**config.mk**
```make
export PLATFORM = sky130hd
export DESIGN_NAME = down_counter_timer
export DESIGN_NICKNAME = d
export VERILOG_FILES = /design/src/rtl/down_counter_timer.sv
export SDC_FILE = /design/constraint.sdc
export NUM_CORES = 1
export LEC_CHECK = 0
export BUFFER_PORTS_ARGS = -buffer_cell sky130_fd_sc_hd__buf_2
export CORE_MARGIN = 10
export CORE_UTILIZATION = 50
export DETAILED_ROUTE_END_ITERATION = 12
export PLACE_DENSITY_LB_ADDON = 0.08
export SLEW_MARGIN = 10
export SYNTH_ARGS = -nofsm -noshare
export SYNTH_HDL_FRONTEND = slang
export SYNTH_SLANG_ARGS = --single-unit
```
**constraint.sdc**
```tcl
create_clock -name clk -period 3.6 [get_ports clk]
set_input_delay 0.18 -clock clk [delete_from_list [all_inputs] [get_ports clk]]
set_output_delay 0.18 -clock clk [all_outputs]
set_load 0.05 [all_outputs]
```
**src/rtl/down_counter_timer.sv**
```systemverilog
// Loadable down-counter/timer: counts a programmed value down to 1 and pulses tc,
// either once (one-shot) or repeatedly with automatic reload (periodic).
module down_counter_timer #(
  parameter int WIDTH = 4
) (
  input  logic             clk,
  input  logic             reset,
  input  logic             start,
  input  logic             stop,
  input  logic             pause,
  input  logic             mode,
  input  logic [WIDTH-1:0] load_val,
  output logic [WIDTH-1:0] count,
  output logic             busy,
  output logic             tc,
  output logic             reject
);

  typedef enum logic {
    IDLE = 1'b0,
    RUN  = 1'b1
  } state_t;

  state_t           state_q, state_d;
  logic [WIDTH-1:0] count_q, count_d;
  logic [WIDTH-1:0] reload_q, reload_d;
  logic             mode_q, mode_d;
  logic             busy_q;
  logic             tc_q, tc_d;
  logic             reject_q, reject_d;
  logic             load_ok;

  // A start with a zero value is never accepted, so RUN always holds count >= 1.
  assign load_ok = start && (load_val != '0);

  always_ff @(posedge clk) begin
    if (reset) begin
      state_q  <= IDLE;
      count_q  <= '0;
      reload_q <= '0;
      mode_q   <= 1'b0;
      busy_q   <= 1'b0;
      tc_q     <= 1'b0;
      reject_q <= 1'b0;
    end else begin
      state_q  <= state_d;
      count_q  <= count_d;
      reload_q <= reload_d;
      mode_q   <= mode_d;
      busy_q   <= (state_d == RUN);
      tc_q     <= tc_d;
      reject_q <= reject_d;
    end
  end

  always_comb begin
    state_d  = state_q;
    count_d  = count_q;
    reload_d = reload_q;
    mode_d   = mode_q;
    tc_d     = 1'b0;
    reject_d = 1'b0;

    unique case (state_q)
      IDLE: begin
        if (load_ok) begin
          count_d  = load_val;
          reload_d = load_val;
          mode_d   = mode;
          state_d  = RUN;
        end else if (start) begin
          reject_d = 1'b1;
        end
      end
      RUN: begin
        if (stop) begin
          count_d = '0;
          state_d = IDLE;
        end else if (load_ok) begin
          count_d  = load_val;
          reload_d = load_val;
          mode_d   = mode;
        end else begin
          // A rejected retrigger falls through to the normal pause/decrement path.
          reject_d = start;
          if (!pause) begin
            if (count_q == WIDTH'(1)) begin
              tc_d = 1'b1;
              if (mode_q) begin
                count_d = reload_q;
              end else begin
                count_d = '0;
                state_d = IDLE;
              end
            end else begin
              count_d = count_q - WIDTH'(1);
            end
          end
        end
      end
      default: state_d = IDLE;
    endcase
  end

  assign count  = count_q;
  assign busy   = busy_q;
  assign tc     = tc_q;
  assign reject = reject_q;

endmodule

```
==> run_results.csv, run 1 <==
group,metric,value,unit
outcome,status,"finished clean",
min_path,worstHoldPathType,"input port to flop",
flow_run,max_cap_viol_count,0,
timing,hold_slack,0.1377,ns
final_layout,area_delta_synth_final,18.32,%
power,power_frac_comb,23.2,%
detailed_routing,first_iter_violations,31,
floorplanning,design.die.area,3202,um^2
detailed_routing,routed_via_density,5.890,
setup_path,critPathKind,"flop to flop",
detailed_routing,detailroute.via_count,642,
final_layout,finalCoreUtilization,61.64,%
logic_synthesis,synth_edf_count,0,
logic_synthesis,asyncSetResetFlopFracSynth,0,%
global_route,grt_max_degree,10,
place,count_of_input_and_output_buffers,16,
clock_tree,cts_tree,"built",
power,clk_pwr_share,31.9,%
clock_tree,cts_max_level,1,
floorplanning,boundaryPins,17,
final_layout,layout_commonest_cell,"buf_2",
logic_synthesis,ys.warnings.count,0,
timing,finalClockSkew,0.004612,ns
floorplanning,die_w,56.59,um
setup_path,worstPathArrival,1.80,ns
global_route,number_of_global_route_vias_before_repair,616,
final_layout,seq_area,240.2,um^2
clock_tree,worstSkewPairLatency,0.28,ns
timing,max_clock_freq,610.5,MHz
setup_path,timing.critical_path.fanout_max,7,
logic_synthesis,seq_area_frac_synth,35.89,%
clock_tree,cts_inserted_buffers,3,
detailed_routing,route.antenna.remaining_nets,0,
place,detailed_place_hpwl,1.275,mm
final_layout,mostFrequentLayoutCells,"16 x buf_2, 12 x dfxtp_1, 10 x nor2_1, 10 x a21oi_1, 5 x mux2i_1",
detailed_routing,detail_route.wl_per_cell,15.07,um
final_layout,fillers,122,
global_route,grt_overflow_total,0,
global_route,grt_first_pass_wirelength,2.898,mm
place,place_inst,105,
logic_synthesis,post_synthesis_mean_instance_area,8.693,um^2
clock_tree,clock_sinks,12,
power,vdd_ir_drop_max,0.2198,mV
setup_path,end_kind,"flop",
clock_tree,cts_max_path_buffers,2,
detailed_routing,drt_pre_antenna_iters,4,
place,place_ws,1.941,ns
timing,min_cycle_time_layout,1.638,ns
power,switchingPower,0.0001078,W
place,finalWeightedCongestion,0.8322,
final_layout,antenna_cells,0,
logic_synthesis,postSynthCellCount,77,
final_layout,nNetsFinal,107,
global_route,number_of_antenna_violations_at_the_first_check_in_global_routing,0,
timing,final-max-slew-violation-count,0,
logic_synthesis,netlist-cell-type-count,29,
timing,maxSlewHeadroom,73.09,%
power,pwr_density_cell,427.7,nW/um^2
global_route,groute.usage.overall,10.97,%
floorplanning,chip_height,56.59,um
power,total_leakage_power,0.3533,nW
clock_tree,post_cts_buffers,0,
clock_tree,cts_hold_buf,0,
detailed_routing,totalWireLength,1.643,mm
setup_path,worstSetupStartpointType,"flop",
detailed_routing,drt_drc_violations_left,0,
final_layout,final_cell_count_no_fill,109,
timing,layout_setup_ws,1.962,ns
timing,max_slew.worst_pin.slew,0.4028,ns
logic_synthesis,net_count_of_the_mapped_netlist,89,
setup_path,required,3.76,ns
power,power_report.internal_total,0.0002310,W
timing,post-route-period-util,45.50,%
floorplanning,rows,13,
clock_tree,clockRootBuffer,"clkbuf_4",
floorplanning,placeableCoreArea,1285,um^2
logic_synthesis,ys_seq_elements,12,
timing,setup_viol,0,
clock_tree,cts.clk_slew.worst_paths,0.08,ns
final_layout,multi_input_comb_area,409.1,um^2
logic_synthesis,syn-cell-area,669.4,um^2
power,seq_power_share,44.8,%
floorplanning,start_util,52.09,%
final_layout,final_layout_size_suffix_gt1_share,24.47,%
timing,fin_tns_setup,0,ns
timing,rsz0062_at_grt,"false",
timing,hold_viol,0,
logic_synthesis,postSynth.topFlopCell,"dfxtp_1",
power,switching_share,31.82,%
clock_tree,postCtsResizedCells,0,
[per-layer routing]
metal,wire (um),global-route usage (%)
met2,735,16.30
met5,0,0
met4,38,7.216
met3,120,2.697
met1,748,13.46
[path summary, 6_finish.rpt]
kind	depth (start not counted)	startpoint	to	slack (ns)
worst max-delay path	5	count[0]	count[1]	1.96
worst min-delay path	3	mode	mode_q	0.14
worst max register to register	5	count[0]	count[1]	1.96
worst min register to register	2	count[1]	count[1]	0.51
[layout make-up]
class                      instances  area share (%)
timing repair buffer              16           10.11
multi-input combinational         60           51.66
tap                               15           2.370
inverter                           2          0.9479
clock buffer                       4           4.581
sequential                        12           30.33
[cells in the mapped netlist, types with 2 or more instances]
master | instances | share of area [%]
nand3_1 | 2 | 1.5
clkbuf_1 | 2 | 1.1
nand2b_1 | 2 | 1.9
nand2_1 | 4 | 2.2
o31ai_1 | 4 | 4.5
or3_1 | 2 | 1.9
a21o_1 | 3 | 3.4
inv_1 | 2 | 1.1
nor2_1 | 10 | 5.6
mux2i_1 | 5 | 7.5
dfxtp_1 | 12 | 36
ha_1 | 2 | 3.7
a21oi_1 | 10 | 7.5
a311oi_1 | 2 | 2.6
[worst max-delay path, stage by stage (launching register included)]
cell,delay (ns)
dfxtp_1,0.43
ha_1,0.25
nor3b_1,0.38
nor2_1,0.08
a311oi_1,0.28
o31ai_1,0.10
[power groups by stage]
stage | combinational (W) | clock, W | sequential, W
global route | 0.0000874 | 0.000117 | 0.000154
finish | 0.0000787 | 0.000108 | 0.000152
floorplan | 0.0000422 | 0 | 0.000168
global placement | 0.0000777 | 0 | 0.000154
CTS | 0.0000790 | 0.000110 | 0.000152
detailed placement | 0.0000785 | 0 | 0.000155
[registers in the layout (all words and copies together) (netlist names)]
| signal | cells |
|---|---|
| reload_q | 4 |
| reject | 1 |
| mode_q | 1 |
| busy | 1 |
| count | 4 |
| tc | 1 |
[kinds of logic after synthesis]
family	synth area share, %
AO/OA/AOI/OAI	28.41
buffers and inverters	2.991
multiplexers	7.477
AND/OR/NAND/NOR	21.50
flip-flops	35.89
adder cells (fa/ha/maj)	3.738
[stage by stage]
stage	power, W	area (um^2)
2_1_floorplan	0.0002101	669.4
3_3_place_gp	0.0002321	755.7
4_1_cts	0.0003402	792.0
6_report	0.0003387	792.0
3_5_place_dp	0.0002332	755.7
5_1_grt	0.0003581	792.0
Note: power is estimated with default switching activity, not from simulation.
==> inputs of run 2 (changes only) <==
--- a/config.mk
+++ b/config.mk
@@ -5,9 +5,10 @@
 export SDC_FILE = /design/constraint.sdc
 export NUM_CORES = 1
 export LEC_CHECK = 0
+export ABC_AREA = 1
 export BUFFER_PORTS_ARGS = -buffer_cell sky130_fd_sc_hd__buf_2
 export CORE_MARGIN = 10
-export CORE_UTILIZATION = 50
+export CORE_UTILIZATION = 46
 export DETAILED_ROUTE_END_ITERATION = 12
 export PLACE_DENSITY_LB_ADDON = 0.08
 export SLEW_MARGIN = 10
==> constraint.sdc (replaced) <==
create_clock -name clk -period 1.4 [get_ports clk]
set_input_delay 0.07 -clock clk [delete_from_list [all_inputs] [get_ports clk]]
set_output_delay 0.07 -clock clk [all_outputs]
set_load 0.05 [all_outputs]
==> run 2 against run 1 <==
Net effect:
- count of clock-buffer cells in the layout is 1 lower
- via count up 9.7%
- flip-flop and latch count is the same
- first-iteration DRC count decreased by 77%
- power grew to 2.5 times the previous value
- sequential power rose to 2.6 times the previous value
- critical path depth is 4 higher
- combinational power grew to 3.2 times the previous value
- final cell count is 26% higher
==> run_results.csv, run 2 <==
group,metric,value,unit
outcome,status,"finished clean",
clock_tree,cts_max_level,1,
setup_path,crit_buf_inv,2,
clock_tree,cts_inserted_buffers,3,
timing,final-max-slew-violation-count,0,
floorplanning,design.die.area,3607,um^2
setup_path,critical-path-top-delay-family,"flip-flops",
power,switching_share,36.23,%
timing,finalClockSkew,0.002511,ns
final_layout,finalCoreUtilization,57.06,%
setup_path,timing.critical_path.fanout_max,4,
min_path,worstHoldPathType,"input port to flop",
global_route,number_of_global_route_vias_before_repair,714,
power,total_leakage_power,0.4065,nW
setup_path,cp_slowest_stage_delay,0.36,ns
floorplanning,chip_height,60.06,um
detailed_routing,route.antenna.remaining_nets,0,
clock_tree,cts.clk_slew.worst_paths,0.08,ns
logic_synthesis,net_count_of_the_mapped_netlist,117,
place,finalWeightedCongestion,0.8707,
detailed_routing,drt_drc_violations_left,0,
final_layout,layout_commonest_cell,"nand2_1",
clock_tree,worstSkewPairLatency,0.28,ns
timing,hold_viol,0,
detailed_routing,routed_via_density,5.139,
power,switchingPower,0.0003128,W
timing,post-route-period-util,87.75,%
logic_synthesis,asyncSetResetFlopFracSynth,0,%
detailed_routing,detailroute.via_count,704,
floorplanning,boundaryPins,17,
logic_synthesis,postSynthCellCount,105,
setup_path,critical-path-top-cell-by-count,"nor2_1",
logic_synthesis,post-synth-top-area-cell,"dfxtp_1",
logic_synthesis,seq_area_frac_synth,32.54,%
global_route,grt_overflow_total,0,
global_route,number_of_antenna_violations_at_the_first_check_in_global_routing,0,
logic_synthesis,yosys-top-cells-count,"20 x nand2_1, 13 x nor2_1, 12 x dfxtp_1",
logic_synthesis,synth_edf_count,0,
logic_synthesis,top_cell_type_s_share_of_synthesized_area,32.54,%
power,pwr_density_cell,1004,nW/um^2
timing,max_slew.worst_pin.slew,0.2716,ns
power,power_frac_comb,29.2,%
timing,rsz0062_at_grt,"false",
final_layout,fillers,156,
power,seq_power_share,45.3,%
setup_path,required,1.57,ns
setup_path,slowest_cell_on_the_critical_path,"dfxtp_2",
setup_path,path_cells,"inv_1 > ha_1 > inv_1 > nand2_1 > nand2_1 > nor2_1 > nor2_1 > nor2_1 > nor2_1",
final_layout,final_layout_size_suffix_gt1_share,33.88,%
logic_synthesis,ys_seq_elements,12,
power,power_report.internal_total,0.0005504,W
timing,setup_viol,0,
power,vdd_ir_drop_max,0.6338,mV
final_layout,nNetsFinal,135,
timing,max_clock_freq,814.0,MHz
logic_synthesis,synth_area_leaders,"dfxtp_1 33%, nand2_1 10%, nand4_1 6.8%",
logic_synthesis,netlist-cell-type-count,26,
floorplanning,placeableCoreArea,1506,um^2
floorplanning,rows,14,
setup_path,end_kind,"flop",
final_layout,antenna_cells,0,
global_route,groute.usage.overall,10.44,%
detailed_routing,first_iter_violations,7,
setup_path,worst_reg_to_reg_setup_slack,0.17,ns
setup_path,worstSetupStartpointType,"flop",
logic_synthesis,post_synthesis_mean_instance_area,7.031,um^2
clock_tree,cts_tree,"built",
place,count_of_input_and_output_buffers,16,
clock_tree,post_cts_buffers,0,
logic_synthesis,ys.warnings.count,0,
flow_run,max_cap_viol_count,0,
timing,min_cycle_time_layout,1.229,ns
floorplanning,start_util,49.00,%
timing,fin_tns_setup,0,ns
global_route,grt_max_degree,12,
detailed_routing,drt_pre_antenna_iters,4,
clock_tree,cts_max_path_buffers,2,
place,detailed_place_hpwl,1.316,mm
power,clk_pwr_share,25.5,%
place,post_dp_cell_area,824.5,um^2
logic_synthesis,syn-cell-area,738.2,um^2
timing,maxSlewHeadroom,81.77,%
global_route,grt_first_pass_wirelength,2.953,mm
setup_path,worstPathArrival,1.39,ns
detailed_routing,detail_route.wl_per_cell,12.60,um
final_layout,area_delta_synth_final,16.44,%
final_layout,final_cell_area,859.6,um^2
logic_synthesis,synth_most_common_cell,"nand2_1",
clock_tree,clockRootBuffer,"clkbuf_4",
clock_tree,clock_sinks,12,
floorplanning,die_w,60.06,um
logic_synthesis,postSynth.topFlopCell,"dfxtp_1",
setup_path,critPathKind,"flop to flop",
detailed_routing,totalWireLength,1.726,mm
final_layout,mostFrequentLayoutCells,"20 x nand2_1, 16 x buf_2, 13 x nor2_1",
-- run 2: cell count changes after synthesis, sizes merged, moves of 5 or more --
cell / change
nand2: +21
inv: +9
nand4: +8
nand3: +7
nor2: +6
mux2i: -5
-- run 2: cell families (layout without fill, tap and decap cells) --
family	count (synthesis)	after routing	share of synthesized area (%)
AO/OA/AOI/OAI	12	12	8.813
buffers and inverters	15	31	8.983
AND/OR/NAND/NOR	63	63	45.08
adder cells (fa/ha/maj)	2	2	3.389
flip-flops	12	12	32.54
XOR/XNOR	1	1	1.187
-- run 2: final cells by class --
cell class	instances	area, um^2	area share, %
Inverter	11	41.29	4.803
Multi-Input combinational cell	78	444.2	51.67
Sequential cell	12	244.0	28.38
Clock buffer	3	22.52	2.620
Timing Repair Buffer	17	87.58	10.19
Tap cell	16	20.02	2.329
-- run 2: path summary, 6_finish.rpt --
kind                    start     endpoint  depth (start not counted)
hold reg to reg   reload_q[2]  reload_q[2]                          2
setup / recovery     count[0]     count[1]                          9
hold / removal           mode       mode_q                          3
setup reg to reg     count[0]     count[1]                          9
-- run 2: metal layers --
metal / vias to the layer above / global-route usage (%) / routed length (um)
met5: - / 0 / 0
met4: 0 / 5.769 / 44
met3: 5 / 2.966 / 118
met2: 15 / 17.21 / 781
met1: 307 / 11.70 / 781
li1: 377 / - / -
-- run 2: per-stage QoR --
step / instances / total power (W) / hold slack, ns / worst slack [ns]
finish: 137 / 0.0008632 / 0.05997 / 0.1715
floorplan: 105 / 0.0005867 / 0.2328 / 0.01776
CTS: 137 / 0.0008715 / 0.05424 / 0.07653
detailed placement: 134 / 0.0006458 / 0.3568 / 0.09557
global placement: 134 / 0.0006463 / 0.3492 / 0.1179
global route: 137 / 0.0009204 / 0.08963 / 0.03643
-- run 2: repair_timing --
| item | CTS | global route |
|---|---|---|
| resized for setup | 0 | 3 |
| hold buffers | 0 | 0 |
| endpoints found under the setup margin | 0 | 3 |
-- run 2: worst min-delay path: stages --
cell and delay (ns):
buf_2 0.09, nand4_1 0.07, a21oi_1 0.06
-- run 2: power groups by stage --
stage               Sequential [W]  Clock, W  Combinational (W)
finish                    0.000391  0.000220           0.000252
global route              0.000395  0.000239           0.000286
CTS                       0.000389  0.000233           0.000250
detailed placement        0.000397         0           0.000249
global placement          0.000397         0           0.000249
floorplan                 0.000439         0           0.000148
==> inputs of run 3 (changes only) <==
--- a/config.mk
+++ b/config.mk
@@ -8,9 +8,10 @@
 export ABC_AREA = 1
 export BUFFER_PORTS_ARGS = -buffer_cell sky130_fd_sc_hd__buf_2
 export CORE_MARGIN = 10
-export CORE_UTILIZATION = 46
+export CORE_UTILIZATION = 40
 export DETAILED_ROUTE_END_ITERATION = 12
 export PLACE_DENSITY_LB_ADDON = 0.08
+export RECOVER_POWER = 25
 export SLEW_MARGIN = 10
 export SYNTH_ARGS = -nofsm -noshare
 export SYNTH_HDL_FRONTEND = slang
==> run 3 against run 2 <==
Net effect:
- cell area is 2.2% higher
- utilization is 6.7 points lower
- combinational power hardly changed
- routed wire length is 1.4% higher
- power is 6.0% higher
- fmax is 1.7% lower
- die area is 9.9% higher
- via count is 1.8% higher
- largest cell class unchanged
==> run_results.csv, run 3 (synthesis results as in run 2) <==
group,metric,value,unit
power,power_report.internal_total,0.0006074,W
power,seq_power_share,42.7,%
power,power_frac_comb,27.5,%
floorplanning,start_util,42.29,%
timing,finalClockSkew,0.009270,ns
setup_path,worstSetupStartpointType,"flop",
final_layout,final_layout_size_suffix_gt1_share,30.33,%
final_layout,final_cell_area,878.3,um^2
timing,post-route-period-util,89.25,%
clock_tree,cts_hold_buf,0,
clock_tree,cts.clk_slew.worst_paths,0.07,ns
setup_path,critical-path-top-cell-by-count,"nor2_1",
power,switchingPower,0.0003072,W
clock_tree,cts_tree,"built",
floorplanning,rows,15,
global_route,number_of_global_route_vias_before_repair,745,
min_path,worstHoldPathType,"input port to flop",
setup_path,r2r_end,"count[1]",
detailed_routing,detailroute.via_count,717,
setup_path,path_cells,"inv_1 > ha_1 > inv_1 > nand2_1 > nand2_1 > nor2_1 > nor2_1 > nor2_1 > nor2_1",
floorplanning,die_w,62.96,um
setup_path,critPathKind,"flop to flop",
clock_tree,clock_sinks,12,
timing,fin_tns_setup,0,ns
power,switching_share,33.59,%
place,post_dp_cell_area,835.8,um^2
detailed_routing,detail_route.wl_per_cell,11.90,um
clock_tree,postCtsResizedCells,0,
clock_tree,worstSkewPairLatency,0.27,ns
outcome,status,"finished clean",
detailed_routing,first_iter_violations,6,
floorplanning,design.die.area,3964,um^2
power,vdd_ir_drop_max,0.6601,mV
timing,max_clock_freq,800.4,MHz
clock_tree,clockRootBuffer,"clkbuf_4",
detailed_routing,drt_drc_violations_left,0,
place,count_of_input_and_output_buffers,16,
setup_path,end_kind,"flop",
global_route,number_of_antenna_violations_at_the_first_check_in_global_routing,0,
timing,maxSlewHeadroom,59.99,%
setup_path,worst_r2r_startpoint,"count[0]",
power,clk_pwr_share,29.7,%
final_layout,layout_commonest_cell,"nand2_1",
power,total_leakage_power,0.4009,nW
detailed_routing,routed_via_density,4.878,
floorplanning,boundaryPins,17,
setup_path,worstPathArrival,1.45,ns
global_route,grt_first_pass_wirelength,3.118,mm
setup_path,rr_worst_depth,9,
timing,hold_viol,0,
final_layout,nNetsFinal,135,
detailed_routing,totalWireLength,1.750,mm
global_route,groute.usage.overall,9.333,%
flow_run,max_cap_viol_count,0,
place,finalWeightedCongestion,0.8480,
setup_path,cp-startpoint,"count[0]",
setup_path,crit_path_end,"count[1]",
setup_path,cp_slowest_stage_delay,0.36,ns
timing,min_cycle_time_layout,1.249,ns
floorplanning,chip_height,62.96,um
clock_tree,cts_max_level,1,
final_layout,mostFrequentLayoutCells,"21 x nand2_1, 13 x nor2_1, 13 x buf_2",
timing,setup_viol,0,
timing,final-max-slew-violation-count,0,
setup_path,slowest_cell_on_the_critical_path,"dfxtp_2",
floorplanning,placeableCoreArea,1745,um^2
clock_tree,post_cts_buffers,0,
timing,rsz0062_at_grt,"false",
detailed_routing,route.antenna.remaining_nets,0,
timing,max_slew.worst_pin.slew,0.6028,ns
final_layout,antenna_cells,0,
final_layout,area_delta_synth_final,18.98,%
setup_path,worst_reg_to_reg_setup_slack,0.15,ns
clock_tree,cts_inserted_buffers,3,
global_route,grt_max_degree,12,
clock_tree,cts_max_path_buffers,2,
setup_path,required,1.60,ns
power,pwr_density_cell,1041,nW/um^2
min_path,min_delay_path_depth,3,
detailed_routing,drt_pre_antenna_iters,3,
place,detailed_place_hpwl,1.392,mm
setup_path,timing.critical_path.fanout_max,4,
global_route,grt_overflow_total,0,
[run 3: stage by stage]
stage / worst slack, ns / util, % / instances / hold slack, ns / total power [W]
global placement: 0.1070 / 47.89 / 143 / 0.3621 / 0.0006492
CTS: 0.06795 / 49.96 / 147 / 0.07236 / 0.0009238
global route: 0.008327 / 50.32 / 147 / 0.08431 / 0.0009775
detailed placement: 0.08827 / 47.89 / 143 / 0.3634 / 0.0006479
finish: 0.1506 / 50.32 / 147 / 0.07423 / 0.0009146
floorplan: 0.01776 / - / 105 / 0.2328 / 0.0005867
[run 3: layout make-up]
class,instances,area (um^2)
clock buffer,4,36.28
fill,192,867.1
multi-input combinational,78,441.7
timing repair buffer,17,83.83
inverter,11,41.29
sequential,12,244.0
tap,25,31.28
[run 3: metal layers]
| metal | vias up | track usage, % | routed length (um) |
|---|---|---|---|
| li1 | 380 | - | - |
| met1 | 319 | 8.909 | 804 |
| met2 | 14 | 17.01 | 836 |
| met3 | 4 | 4.480 | 85 |
| met4 | 0 | 3.073 | 23 |
| met5 | - | 0 | 0 |
[run 3: how the worst min path moves through the flow]
stage | slack (ns) | end | start
2_1_floorplan | 0.23 | tc | stop
6_report | 0.07 | mode_q | mode
5_1_grt | 0.08 | tc | stop
3_5_place_dp | 0.36 | mode_q | mode
3_3_place_gp | 0.36 | mode_q | mode
4_1_cts | 0.07 | mode_q | mode
[run 3: power by group through the flow]
stage / combinational (W) / sequential, W / clock [W]
floorplan: 0.000148 / 0.000439 / 0
global placement: 0.000252 / 0.000397 / 0
detailed placement: 0.000251 / 0.000397 / 0
CTS: 0.000252 / 0.000389 / 0.000282
global route: 0.000283 / 0.000394 / 0.000300
finish: 0.000252 / 0.000391 / 0.000272
[run 3: critical path, delay by kind of cell, from the launching register on]
kind | cells | cell delay, ns
simple gates | 6 | 0.39
flops | 1 | 0.36
fa+ha+maj | 1 | 0.29
buf+inv | 2 | 0.15
